File: config.mk
export PLATFORM = sky130hd
export DESIGN_NAME = multu_unit
export DESIGN_NICKNAME = d
export VERILOG_FILES = /design/src/rtl/multu_pkg.sv /design/src/rtl/hilo_reg.sv /design/src/rtl/multu_unit.sv
export SDC_FILE = /design/constraint.sdc
export NUM_CORES = 1
export LEC_CHECK = 0
export BUFFER_PORTS_ARGS = -buffer_cell sky130_fd_sc_hd__clkbuf_2
export CORE_MARGIN = 2
export CORE_UTILIZATION = 40
export CTS_CLUSTER_DIAMETER = 60
export DETAILED_ROUTE_END_ITERATION = 10
export PLACE_DENSITY_LB_ADDON = 0.05
export SYNTH_ARGS = -nofsm -noshare
export SYNTH_HDL_FRONTEND = slang
export SYNTH_SLANG_ARGS = --single-unit
export TNS_END_PERCENT = 10
File: constraint.sdc
create_clock -name clk -period 5.11 [get_ports clk]
set_input_delay 0.7665 -clock clk [delete_from_list [all_inputs] [get_ports clk]]
set_output_delay 0.7665 -clock clk [all_outputs]
set_load 0.02 [all_outputs]
File: src/rtl/multu_pkg.sv
// Shared constants and types for the MULTU unit and its Hi/Lo register pair.
package multu_pkg;

    localparam logic [5:0] FUNCT_MULTU = 6'b011001;
    localparam logic [5:0] FUNCT_MFHI  = 6'b010000;
    localparam logic [5:0] FUNCT_MFLO  = 6'b010010;

    localparam logic [1:0] SEL_NONE = 2'b00;
    localparam logic [1:0] SEL_HI   = 2'b01;
    localparam logic [1:0] SEL_LO   = 2'b10;

    typedef enum logic [1:0] {
        IDLE = 2'd0,
        RUN  = 2'd1,
        DONE = 2'd2
    } multu_state_t;

endpackage : multu_pkg

File: src/rtl/hilo_reg.sv
// Architectural Hi/Lo pair: one write port (64-bit), combinational MFHI/MFLO read mux.
// Write takes effect on the enabled edge; read never stalls.
module hilo_reg
    import multu_pkg::*;
#(
    parameter int DATA_WIDTH = 32
) (
    input  logic                    clk_i,
    input  logic                    rst_i,
    input  logic                    we_i,
    input  logic [2*DATA_WIDTH-1:0] wdata_i,
    input  logic [1:0]              sel_i,
    output logic [DATA_WIDTH-1:0]   rdata_o
);

    logic [DATA_WIDTH-1:0] hi_q;
    logic [DATA_WIDTH-1:0] lo_q;

    always_ff @(posedge clk_i or posedge rst_i) begin
        if (rst_i) begin
            hi_q <= '0;
            lo_q <= '0;
        end else if (we_i) begin
            hi_q <= wdata_i[2*DATA_WIDTH-1:DATA_WIDTH];
            lo_q <= wdata_i[DATA_WIDTH-1:0];
        end
    end

    always_comb begin
        rdata_o = '0;
        case (sel_i)
            SEL_HI:  rdata_o = hi_q;
            SEL_LO:  rdata_o = lo_q;
            default: rdata_o = '0;
        endcase
    end

endmodule : hilo_reg

File: src/rtl/multu_unit.sv
// Sequential unsigned shift-add multiplier: 1 launch edge + 32 RUN edges, then DONE until start drops.
// MULTU_ZERO_SKIP_EN: a zero operand commits Hi=Lo=0 on the launch edge and goes straight to DONE.
module multu_unit
    import multu_pkg::*;
#(
    parameter int         DATA_WIDTH  = 32,
    parameter logic [5:0] FUNCT_MULTU = multu_pkg::FUNCT_MULTU
) (
    input  logic                  clk,
    input  logic                  rst,
    input  logic [5:0]            SignaltoMULTU,
    input  logic [DATA_WIDTH-1:0] dataA,
    input  logic [DATA_WIDTH-1:0] dataB,
    input  logic [1:0]            SelHilo,
    output logic [DATA_WIDTH-1:0] dataOut,
    output logic                  busy,
    output logic                  done
);

    localparam int CNT_W = $clog2(DATA_WIDTH);
    localparam logic [CNT_W-1:0] LAST_CNT = CNT_W'(DATA_WIDTH - 1);

    multu_state_t            state_q;
    logic [CNT_W-1:0]        cnt_q;
    logic [2*DATA_WIDTH-1:0] prod_q;
    logic [DATA_WIDTH-1:0]   mcand_q;
    logic                    busy_q;
    logic                    done_q;

    logic                    start;
    logic                    zero_skip;
    logic                    last_iter;
    logic [DATA_WIDTH:0]     sum_d;
    logic [2*DATA_WIDTH-1:0] prod_d;
    logic                    hilo_we;
    logic [2*DATA_WIDTH-1:0] hilo_wdata;

    assign start = (SignaltoMULTU == FUNCT_MULTU);

`ifdef MULTU_ZERO_SKIP_EN
    assign zero_skip = (dataA == '0) || (dataB == '0);
`else
    assign zero_skip = 1'b0;
`endif

    // One iteration: the 33-bit sum keeps the carry that becomes product bit 63 after the shift.
    always_comb begin
        sum_d  = {1'b0, prod_q[2*DATA_WIDTH-1:DATA_WIDTH]} + {1'b0, mcand_q};
        prod_d = prod_q >> 1;
        if (prod_q[0]) begin
            prod_d = {sum_d, prod_q[DATA_WIDTH-1:1]};
        end
    end

    assign last_iter  = (state_q == RUN) && (cnt_q == LAST_CNT);
    assign hilo_we    = last_iter || ((state_q == IDLE) && start && zero_skip);
    assign hilo_wdata = last_iter ? prod_d : '0;

    always_ff @(posedge clk or posedge rst) begin
        if (rst) begin
            state_q <= IDLE;
            cnt_q   <= '0;
            prod_q  <= '0;
            mcand_q <= '0;
            busy_q  <= 1'b0;
            done_q  <= 1'b0;
        end else begin
            case (state_q)
                IDLE: begin
                    if (start) begin
                        if (zero_skip) begin
                            state_q <= DONE;
                            done_q  <= 1'b1;
                        end else begin
                            state_q <= RUN;
                            busy_q  <= 1'b1;
                            mcand_q <= dataA;
                            prod_q  <= {{DATA_WIDTH{1'b0}}, dataB};
                            cnt_q   <= '0;
                        end
                    end
                end
                RUN: begin
                    prod_q <= prod_d;
                    cnt_q  <= cnt_q + CNT_W'(1);
                    if (last_iter) begin
                        state_q <= DONE;
                        busy_q  <= 1'b0;
                        done_q  <= 1'b1;
                    end
                end
                DONE: begin
                    // Level re-arm: a held start must not launch a second multiply.
                    if (!start) begin
                        state_q <= IDLE;
                        done_q  <= 1'b0;
                    end
                end
                default: begin
                    state_q <= IDLE;
                    busy_q  <= 1'b0;
                    done_q  <= 1'b0;
                end
            endcase
        end
    end

    assign busy = busy_q;
    assign done = done_q;

    hilo_reg #(
        .DATA_WIDTH(DATA_WIDTH)
    ) u_hilo (
        .clk_i   (clk),
        .rst_i   (rst),
        .we_i    (hilo_we),
        .wdata_i (hilo_wdata),
        .sel_i   (SelHilo),
        .rdata_o (dataOut)
    );

endmodule : multu_unit

After elaboration in Yosys (flattened, before gate mapping)
Cells that the tools add are included.
{"block": "op_classes", "add_sub_neg": 2, "eq_ne": 9, "n_mux": 16, "n_bitwise": 2, "reduce_logical": 8}
{"op": "2-to-1 mux 64 bit", "n": 2}
{"op": "one-hot mux 64 bit (2 select lines)", "n": 1}
{"op": "one-hot mux 32 bit (2 select lines)", "n": 1}
{"op": "adder 32 x 32 -> 33 bit", "n": 1}
{"op": "one-hot mux 5 bit (2 select lines)", "n": 1}
{"op": "AND reduction 3 bit", "n": 3}
{"op": "== test 6 x 5 -> 1 bit, second input constant", "n": 1}
{"op": "2-to-1 mux 2 bit", "n": 3}
{"op": "!= test 2 bit, second input constant", "n": 3}
{"op": "one-hot mux 1 bit (3 select lines)", "n": 2}
{"op": "one-hot mux 2 bit (3 select lines)", "n": 1}
{"op": "adder 5 x 1 -> 5 bit, second input constant", "n": 1}
{"op": "== test 5 bit, second input constant", "n": 1}
{"op": "2-to-1 mux 5 bit", "n": 1}
{"op": "== test 2 x 1 -> 1 bit, second input constant", "n": 2}
{"op": "== test 2 bit, second input constant", "n": 2}
{"op": "2-to-1 mux 1 bit", "n": 4}
{"op": "AND reduction 2 bit", "n": 2}
{"op": "logical NOT 2 bit", "n": 1}
{"op": "inverter 1 bit", "n": 2}
{"op": "nonzero test 2 bit", "n": 1}
{"op": "logical AND 1 bit", "n": 1}
{"block": "totals", "ff_bits": 169, "output_inout_bits": 34, "elab_cells": 45}

Depth between registers and ports, before layout
{"block": "logic_depth", "word_depth": 4, "ltp_mapped": 10}

Cells and area by module
Synthesis repeated with hierarchy kept, for this count alone.
{"block": "hier_totals", "hier_cells": 999, "hier_area_um2": 10002.1}
{"module": "multu_unit", "n_inst": 1, "cells_per_inst": 786, "area_each_um2": 6885.4}
{"module": "hilo_reg", "n_inst": 1, "cells_per_inst": 213, "area_each_um2": 3116.7}

Worst setup path after synthesis
Ideal clock, no wire load.
{"block": "synth_timing", "path_kind": "register to register", "from": "register prod_q[32]", "to": "register u_hilo.hi_q[25]", "t_arrival_ps": 2378, "required_ps": 4985, "slack_ps": 2608, "stages_incl_launch_ff": 11, "n_path_buf": 0, "period_less_slack_ps": 2502, "path_cell_list": "dfrtp_1 -> ha_1 -> fa_1 -> a211oi_2 -> o21ai_2 -> a31oi_1 -> a21oi_2 -> o211ai_2 -> and3_1 -> o31ai_2 -> mux2_2"}
{"block": "synth_via", "elab_chain_len": 2}
{"element": "start: declaration", "line": "multu_unit.sv:25", "source": "logic [2*DATA_WIDTH-1:0] prod_q;"}
{"element": "start signal: assignment", "line": "multu_unit.sv:78", "source": "prod_q <= {{DATA_WIDTH{1'b0}}, dataB};"}
{"element": "start signal: assignment", "line": "multu_unit.sv:84", "source": "prod_q <= prod_d;"}
{"element": "adder 32 x 32 -> 33 bit", "line": "multu_unit.sv:48", "source": "sum_d = {1'b0, prod_q[2*DATA_WIDTH-1:DATA_WIDTH]} + {1'b0, mcand_q};"}
{"element": "2-to-1 mux 64 bit", "line": "multu_unit.sv:50", "source": "if (prod_q[0]) begin"}
{"element": "end signal: assignment", "line": "hilo_reg.sv:24", "source": "hi_q <= wdata_i[2*DATA_WIDTH-1:DATA_WIDTH];"}
{"element": "end: declaration", "line": "hilo_reg.sv:16", "source": "logic [DATA_WIDTH-1:0] hi_q;"}
Every way passes these cells.
A chain may end at the register's enable or synchronous reset.

Worst setup path in the final report
{"block": "layout_timing", "from": "input SelHilo[0]", "to": "output dataOut[23]"}
{"block": "layout_via", "elab_chain_len": 2, "word_cells_on_any_way": 3}
{"element": "start: declaration", "line": "multu_unit.sv:14", "source": "input logic [1:0] SelHilo,"}
{"element": "== test 2 bit / == test 2 x 1 -> 1 bit (equally long branches)", "line": "hilo_reg.sv:31", "source": "case (sel_i)"}
{"element": "one-hot mux 32 bit (2 select lines) (*)", "line": "hilo_reg.sv:31"}
{"element": "end: declaration", "line": "multu_unit.sv:15", "source": "output logic [DATA_WIDTH-1:0] dataOut,"}
Mark *: on every way between the ends. The rest lies on a longest branch, timed or not.

==> results.py <==
metrics = {
    "setup_path": {
        "slowest_delay_ns": 0.98,
        "cp.required_ns": 4.34,
        "critPathLaunchType": "input pin",
        "path_class": "in2out",
        "critPathArrivalTime_ns": 2.51,
        "cp_cell_sequence": "clkbuf_2 -> inv_1 -> ha_1 -> a22oi_1 -> nor2_1 -> clkbuf_2",
        "critPathSlowestCell": "ha_1",
        "crit_fanout": 32,
        "crit_path_frequent_cell": "clkbuf_2",
        "critPathCaptureType": "output pin",
    },
    "floorplanning": {
        "die_x_um": 155,
        "initial_core_util_pct": 40.4,
        "io_pins": 108,
        "die_area_um2": 23900,
        "num_rows": 55,
        "coreArea_um2": 22400,
        "fp.dieH_um": 155,
    },
    "pwr": {
        "power_frac_clock_pct": 24.8,
        "switching_share_pct": 40.0,
        "power_switching_mw": 2.10,
        "pwr-share-seq_pct": 37.1,
        "peakVddDrop_v": 0.000226,
        "p_leak_nw": 5.09,
        "p_int_mw": 3.16,
        "power_density_nw_per_um2": 505,
        "p_comb_share_pct": 38.1,
    },
    "job": {
        "maxCapViolCount": 0,
    },
    "grt": {
        "overflow": 0,
        "grt_max_degree": 170,
        "antenna_found_initial": 0,
        "grt_pass1_vias": 7157,
        "grt_use_total_pct": 21.0,
        "grt_pass1_wl_um": 39500,
    },
    "yosys": {
        "synth-main-ff-cell": "dfrtp_1",
        "synth_cells": 1011,
        "ys_seq_elements": 169,
        "ys_async_sr_fraction_pct": 100,
        "yosys_warnings": 0,
        "synth_area_um2": 9060,
        "synthesis.nets": 1122,
        "synth_edf_count": 0,
        "synth-seq-area-share_pct": 46.7,
        "ys_types": 64,
        "syn_avg_cell_area_um2": 8.97,
    },
    "timing": {
        "min_period_ns": 3.27,
        "fin_crit_sh_pct": 64.0,
        "hold_viol_final": 0,
        "fin_skew_ns": 0.00884,
        "finalSetupViolCount": 0,
        "worst_pin_slew_ns": 1.33,
        "drv_slew": 0,
        "clock.fmax_mhz": 306,
        "tns_ns": 0,
        "hold_ws_ns": 0.479,
        "max_slew_margin_pct": 11.2,
        "rsz0062_at_grt": "false",
    },
    "routing": {
        "avgRoutedWirePerCell_um": 17.2,
        "viasPerCell": 5.33,
        "drtPass1Iterations": 5,
        "drtAntennaViolNets": 0,
        "vias": 7358,
        "drtIter0Drc": 500,
        "totalWireLength_um": 23800,
        "drc": 0,
    },
    "finish": {
        "area_growth_syn_to_layout_pct": 14.9,
        "stdcell_count": 1381,
        "nFillCells": 2269,
        "drive_gt1_share_pct": 18.8,
        "antennaDiodeCount": 0,
        "fin_nets": 1195,
    },
    "placed_design": {
        "gp_congestion": 0.849,
        "post-dp-hpwl_um": 16600,
        "dp.cells": 1350,
        "port-buffer-count": 107,
    },
    "clocking": {
        "clkSinkCount": 169,
        "root_buffer": "clkbuf_16",
        "post_cts_buffers": 0,
        "clockBufferDepth": 2,
        "hold_buffers": 0,
        "clk_latency_ns": 0.43,
        "numCtsBuffers": 17,
        "htree_levels": 4,
        "cts_tree": "built",
        "clk_pin_slew_worst_paths_ns": 0.06,
        "ctsResizeCount": 0,
    },
    "worst_hold_path": {
        "hp-class": "reg2reg",
    },
    "outcome": {
        "status": "finished clean",
    },
}
logic make-up (layout without fill, tap and decap cells):
| logic type | after synthesis | in the layout | synth area share [%] |
|---|---|---|---|
| buffers and inverters | 75 | 160 | 3.17 |
| AND/OR/NAND/NOR | 384 | 384 | 17.3 |
| XOR/XNOR | 26 | 26 | 2.51 |
| multiplexers | 57 | 57 | 6.78 |
| adder cells (fa/ha/maj) | 37 | 37 | 5.19 |
| flip-flops | 169 | 169 | 46.7 |
| AO/OA/AOI/OAI | 263 | 263 | 18.4 |
sequential cells by signal, summed over array words and instances (netlist names):
signal       cells
state_q          2
prod_q          64
u_hilo.hi_q     32
u_hilo.lo_q     32
cnt_q            5
mcand_q         32
done             1
busy             1
worst paths after layout:
kind,startpoint,to,slack [ns],depth (start not counted)
max,SelHilo[0],dataOut[23],1.84,6
min reg2reg,u_hilo.lo_q[15],u_hilo.lo_q[15],0.48,2
max in group asynchronous,rst,mcand_q[25],3.86,3
min in group asynchronous,rst,u_hilo.lo_q[7],0.54,3
min,u_hilo.lo_q[15],u_hilo.lo_q[15],0.48,2
max reg2reg,prod_q[32],u_hilo.hi_q[19],2.25,10
cell usage after synthesis, types with 7 or more instances:
master      n  area share (%)
nand2_1   245              10
dfrtp_1   169              47
nor2_1     92             3.8
o21ai_0    72             4.0
clkbuf_1   53             2.2
a21oi_1    52             2.9
a31oi_1    36             2.5
ha_1       36             5.0
a22oi_1    34             2.8
mux2_2     34             4.2
mux2i_1    22             2.4
a21o_1     17             1.4
xnor2_1    17             1.6
inv_1      10            0.41
nand3_1    10            0.55
xor2_1      9            0.87
and3_1      8            0.55
nand4_1     7            0.48
layer usage:
metal	up-vias	global-route usage [%]	routed length, µm
met5	-	0	0
met3	18	3.28	824
met1	3530	32.2	12500
met4	0	4.59	167
met2	128	31.3	10300
li1	3682	-	-
per-stage QoR:
| stage | utilization [%] | worst slack (ns) | power, mW | instance area, µm² |
|---|---|---|---|---|
| floorplan | - | 2.19 | 3.39 | 9070 |
| global placement | 43.8 | 1.88 | 3.96 | 9830 |
| detailed placement | 43.8 | 1.82 | 3.99 | 9830 |
| CTS | 46.4 | 1.81 | 5.31 | 10400 |
| global route | 46.4 | 1.58 | 5.66 | 10400 |
| finish | 46.4 | 1.84 | 5.26 | 10400 |
placed cells by master, fill, tap and decap left out, types with 17 or more instances in the layout:
cell type  instances
nor2_1            91
nand2_1          244
a21oi_1           51
mux2i_1           22
a21o_1            17
dfrtp_1          169
a22oi_1           34
clkbuf_16         17
ha_1              36
clkbuf_2         107
mux2_2            34
xnor2_1           17
o21ai_0           72
a31oi_1           36
layout make-up:
type | count | area (µm²) | area share, %
multi-input combinational | 767 | 4580 | 43.9
sequential | 169 | 4230 | 40.6
inverter | 12 | 48.8 | 0.468
clock inverter | 13 | 144 | 1.38
clock buffer | 18 | 439 | 4.22
tap | 285 | 357 | 3.42
timing repair buffer | 117 | 623 | 5.98
worst max-delay path: cells and delay by family:
kind                       cells  cell delay (ns)
adders and majority gates      1             0.98
buffers and inverters          3             0.33
AOI/OAI and AO/OA              1             0.24
and+or+nand+nor                1             0.16
power groups by stage:
stage / Combinational [mW] / Clock, mW / Sequential, mW
after floorplan: 1.52 / 0 / 1.87
after global placement: 1.99 / 0 / 1.97
after detailed placement: 2.01 / 0 / 1.97
after CTS: 2.02 / 1.34 / 1.95
after global routing: 2.28 / 1.39 / 2.00
final: 2.00 / 1.31 / 1.95
(Power assumes the default switching activity.)
